**src/rtl/truth_table_bist.sv**
```systemverilog
// truth_table_bist: sweeps every input vector into a combinational DUT and checks Y against a truth table
module truth_table_bist #(
  parameter int                     N_IN   = 3,
  parameter logic [(1<<N_IN)-1:0]   EXPECT = 8'b0010_0100,
  parameter int                     SETTLE = 1
) (
  input  logic            CLK,
  input  logic            N_RESET,
  input  logic            START,
  input  logic            Y,
  output logic [N_IN-1:0] X,
  output logic            BUSY,
  output logic            DONE,
  output logic            PASS,
  output logic [N_IN:0]   FAIL_COUNT,
  output logic            FAIL_VALID,
  output logic [N_IN-1:0] FIRST_FAIL
);
  localparam int CW = SETTLE > 1 ? $clog2(SETTLE) : 1;
  typedef enum logic [1:0] {IDLE, APPLY, SAMPLE, FIN} state_t;
  state_t state_q, state_d;
  logic [N_IN-1:0] x_q, x_d, ffirst_q, ffirst_d;
  logic [N_IN:0] fcnt_q, fcnt_d;
  logic [CW-1:0] cnt_q, cnt_d;
  logic busy_q, busy_d, done_q, done_d, pass_q, pass_d, fvalid_q, fvalid_d, mis;
  assign mis = Y != EXPECT[x_q];
  always_comb begin
    state_d  = state_q;
    x_d      = x_q;
    cnt_d    = cnt_q;
    busy_d   = busy_q;
    done_d   = done_q;
    pass_d   = pass_q;
    fcnt_d   = fcnt_q;
    fvalid_d = fvalid_q;
    ffirst_d = ffirst_q;
    case (state_q)
      IDLE, FIN: if (START) begin
        state_d  = APPLY;
        x_d      = '0;
        cnt_d    = '0;
        fcnt_d   = '0;
        fvalid_d = 1'b0;
        ffirst_d = '0;
        pass_d   = 1'b0;
        busy_d   = 1'b1;
        done_d   = 1'b0;
      end
      APPLY: begin
        cnt_d   = cnt_q + 1'b1;
        state_d = cnt_q == CW'(SETTLE - 1) ? SAMPLE : APPLY;
      end
      SAMPLE: begin
        if (mis) begin
          fcnt_d = fcnt_q + 1'b1;
          if (!fvalid_q) begin
            ffirst_d = x_q;
            fvalid_d = 1'b1;
          end
        end
        if (x_q != '1) begin
          x_d     = x_q + 1'b1;
          cnt_d   = '0;
          state_d = APPLY;
        end else begin
          state_d = FIN;
          busy_d  = 1'b0;
          done_d  = 1'b1;
          pass_d  = fcnt_d == '0;
        end
      end
      default: state_d = IDLE;
    endcase
  end
  always_ff @(posedge CLK or negedge N_RESET) begin
    if (!N_RESET) begin
      state_q  <= IDLE;
      x_q      <= '0;
      cnt_q    <= '0;
      busy_q   <= 1'b0;
      done_q   <= 1'b0;
      pass_q   <= 1'b0;
      fcnt_q   <= '0;
      fvalid_q <= 1'b0;
      ffirst_q <= '0;
    end else begin
      state_q  <= state_d;
      x_q      <= x_d;
      cnt_q    <= cnt_d;
      busy_q   <= busy_d;
      done_q   <= done_d;
      pass_q   <= pass_d;
      fcnt_q   <= fcnt_d;
      fvalid_q <= fvalid_d;
      ffirst_q <= ffirst_d;
    end
  end
  assign X          = x_q;
  assign BUSY       = busy_q;
  assign DONE       = done_q;
  assign PASS       = pass_q;
  assign FAIL_COUNT = fcnt_q;
  assign FAIL_VALID = fvalid_q;
  assign FIRST_FAIL = ffirst_q;
endmodule

```
**config.mk**
```make
export PLATFORM = sky130hd
export DESIGN_NAME = truth_table_bist
export DESIGN_NICKNAME = d
export VERILOG_FILES = /design/src/rtl/truth_table_bist.sv
export SDC_FILE = /design/constraint.sdc
export NUM_CORES = 1
export LEC_CHECK = 0
export ABC_AREA = 1
export CAP_MARGIN = 20
export CELL_PAD_IN_SITES_DETAIL_PLACEMENT = 1
export CELL_PAD_IN_SITES_GLOBAL_PLACEMENT = 2
export CORE_UTILIZATION = 32
export DETAILED_ROUTE_END_ITERATION = 16
export GPL_ROUTABILITY_DRIVEN = 0
export PLACE_DENSITY = 0.91
export RECOVER_POWER = 50
export SLEW_MARGIN = 10
export SYNTH_ARGS = -nofsm -noshare
export SYNTH_HDL_FRONTEND = slang
export SYNTH_SLANG_ARGS = --single-unit
```
**constraint.sdc**
```tcl
create_clock -name CLK -period 3.93 [get_ports CLK]
set_input_delay 0.393 -clock CLK [delete_from_list [all_inputs] [get_ports CLK]]
set_output_delay 0.393 -clock CLK [all_outputs]
set_load 0.02 [all_outputs]
```
==> metrics.md <==
| Metric | Value |
|---|---|
| First-pass GRT wire length | 4.35 mm |
| Final Max Slew Viols | 0 |
| Die width | 57.4 um |
| CP top delay family | compound AO/OA/AOI/OAI gates |
| Area grow syn2layout | 22.7% |
| Post-cts repair resize count | 0 |
| Unrepaired setup endpoints after global routing | no |
| Leading cell types in the layout, fill and taps excluded | nand2_1, dfrtp_1, clkdlybuf4s50_1 |
| Fmax | 408 MHz |
| Routed vias | 869 |
| Die height | 57.4 um |
| # DRC | 1 |
| Worst VDD drop | 0.000228 V |
| Yosys Warn Count | 0 |
| Critical-path top delay cell | o21ai_0 |
| Root Driver | clkbuf_4 |
| WL final | 2.47 mm |
| CP bufs+invs | 2 |
| Rel. slew slack | 36.2% |
| Diode count | 0 |
| Max-cap violations | 0 |
| WS Path Type | flip-flop to flip-flop |
| DR pass1 iterations | 10 |
| Hold_buf cts | 0 |
| Initial drt markers | 20 |
| Core ar. | 2830 um2 |
| Number of synthesized register bits | 17 |
| Cell Pwr Density | 584 nW/um2 |
| Worst hold path class | flip-flop to flip-flop |
| Worst skew pair latency | 290 ps |
| Post-Synthesis Cell Area | 982 um2 |
| Crit path capture type | flip-flop |
| Worst-path cell chain | inv_1 -> ha_1 -> o21ai_0 -> clkinvlp_2 -> nand3_2 -> nand2_1 -> o31ai_1 |
| Gr ovfl total | 0 |
| Post-CTS setup buffers | 0 |
| Clk buf depth | 2 |
| Seq/Total Area, Yosys | 43.3% |
| CTS sink count | 17 |
| CP peak stage delay | 780 ps |
| Starting density of the core | 34.7% |
| Failing checks | design-rule violations |
| Routed WL per cell | 14.4 um |
| Largest net degree at the start of global routing | 18 |
| Die area | 3290 um2 |
| Number of global-route vias before repair | 946 |
| Vias per inst | 5.05 |
| Final ANT Viol Nets | 0 |
| Critical path arrival | 2650 ps |
| Post-synthesis cell count | 120 |
| CP Max Fanout | 9 |
| Clock H-tree levels | 1 |
| IO Pins | 18 |
| Clock Skews | 0.914 ps |
| CTS tree | yes |
| Crit start category | flip-flop |
| Worst Tran Pin Value | 947 ps |
| Final Critical Period | 2450 ps |
| Setup TNS | 0 ps |
| Status | finished with violations |
| Share of cells above drive strength 1 | 7.09% |
| Synth area leaders | dfrtp_1, nand2_1, ha_1, nand3_1, inv_1 |
| PortBufs | 17 |
| Synth cell types | 22 |
| Synthesized area per cell | 8.18 um2 |
| Fill cell total of the finished layout | 343 |
| Most common cell after layout, fill and taps aside | nand2_1 |
| Clock Pin Slew Worst Setup and Hold Paths | 100 ps |
| Area share of the largest cell type after synthesis | 43.3% |
| Total clock buffers created by CTS | 3 |
| Setup Viol. Count Final | 0 |
| Fin. Hold Viols | 0 |
| Tot GR Track Use | 17.2% |
| Leading area contributor after synthesis | dfrtp_1 |
| P_leak | 0.579 nW |
| Initial antenna violation count | 0 |
| Layout Nets | 153 |
| HPWL after DPL | 1.98 mm |
| Mapped Nets | 131 |
| Worst EP required | 4130 ps |
| Final period util | 62.3% |
| Hold_ws | 507 ps |
| # rows | 19 |
-- tightest hold or removal path: stages, from the launching register on --
cell,delay [ps]
dfrtp_1,360
nand2_1,60
o31ai_1,60
-- metrics by stage --
| step | power [W] | worst slack (ps) | cells | cell area, um2 | utilization, % |
|---|---|---|---|---|---|
| after detailed placement | 0.000643 | 2190 | 168 | 1190 | 42.1 |
| after floorplan | 0.000511 | 2400 | 120 | 982 | - |
| after global routing | 0.000767 | 1130 | 172 | 1200 | 42.6 |
| final | 0.000704 | 1480 | 172 | 1200 | 42.6 |
| after CTS | 0.000741 | 2120 | 172 | 1220 | 43.0 |
| after global placement | 0.000620 | 2170 | 168 | 1190 | 42.1 |
-- path summary, 6_finish.rpt --
path | startpoint | endpoint | slack [ps] | depth (start not counted)
max in group asynchronous | N_RESET | FAIL_COUNT[1]$_DFFE_PN0P_ | 2820 | 1
hold reg to reg | FIRST_FAIL[1]$_DFFE_PN0P_ | FIRST_FAIL[1]$_DFFE_PN0P_ | 510 | 2
min in group asynchronous | N_RESET | state_q[1]$_DFFE_PN0P_ | 620 | 1
setup reg to reg | state_q[0]$_DFFE_PN0P_ | FIRST_FAIL[1]$_DFFE_PN0P_ | 1480 | 7
hold / removal | FIRST_FAIL[1]$_DFFE_PN0P_ | FIRST_FAIL[1]$_DFFE_PN0P_ | 510 | 2
setup / recovery | state_q[0]$_DFFE_PN0P_ | FIRST_FAIL[1]$_DFFE_PN0P_ | 1480 | 7
-- synthesized netlist by cell type (all sizes together) --
library cell	number
nand2	34
inv	18
dfrtp	17
o21ai	14
nand3	13
nor2	8
ha	7
o31ai	2
a21oi	1
a22o	1
a31oi	1
nand4	1
o211ai	1
o22ai	1
xor2	1
-- flip-flops by register name, indices dropped and copies added, names as in the netlist --
name / flops
PASS: 1
BUSY: 1
FIRST_FAIL: 3
FAIL_VALID: 1
X: 3
state_q: 2
cnt_q: 1
FAIL_COUNT: 4
DONE: 1
-- per-layer routing --
layer | track usage (%) | wire, um | vias to the layer above
li1 | - | - | 436
met1 | 21.8 | 1110 | 422
met2 | 30.6 | 1310 | 9
met3 | 2.04 | 43 | 2
met4 | 5.23 | 16 | 0
met5 | 0 | 0 | -
-- where the power goes --
part            total, W  internal (W)  switching, W
Combinational   0.000354      0.000123      0.000230
Sequential      0.000253      0.000214     0.0000395
Clock          0.0000964     0.0000394     0.0000570
-- area by class of cell --
| type | instances | area (um2) | share of cell area [%] |
|---|---|---|---|
| clock buffers | 4 | 26.3 | 2.18 |
| inverters | 18 | 71.3 | 5.92 |
| multi-input cells | 85 | 473 | 39.3 |
| flip-flops and latches | 17 | 425 | 35.3 |
| well taps | 31 | 38.8 | 3.22 |
| repair buffers | 17 | 170 | 14.1 |
-- cell families after synthesis --
family | count (synthesis) | share of synthesized area [%]
simple gates | 56 | 26.2
flops | 17 | 43.3
compound gates | 21 | 13.2
buf+inv | 18 | 7.39
xor+xnor | 1 | 0.892
fa+ha+maj | 7 | 8.92
Power figures use the tool's default switching activity.
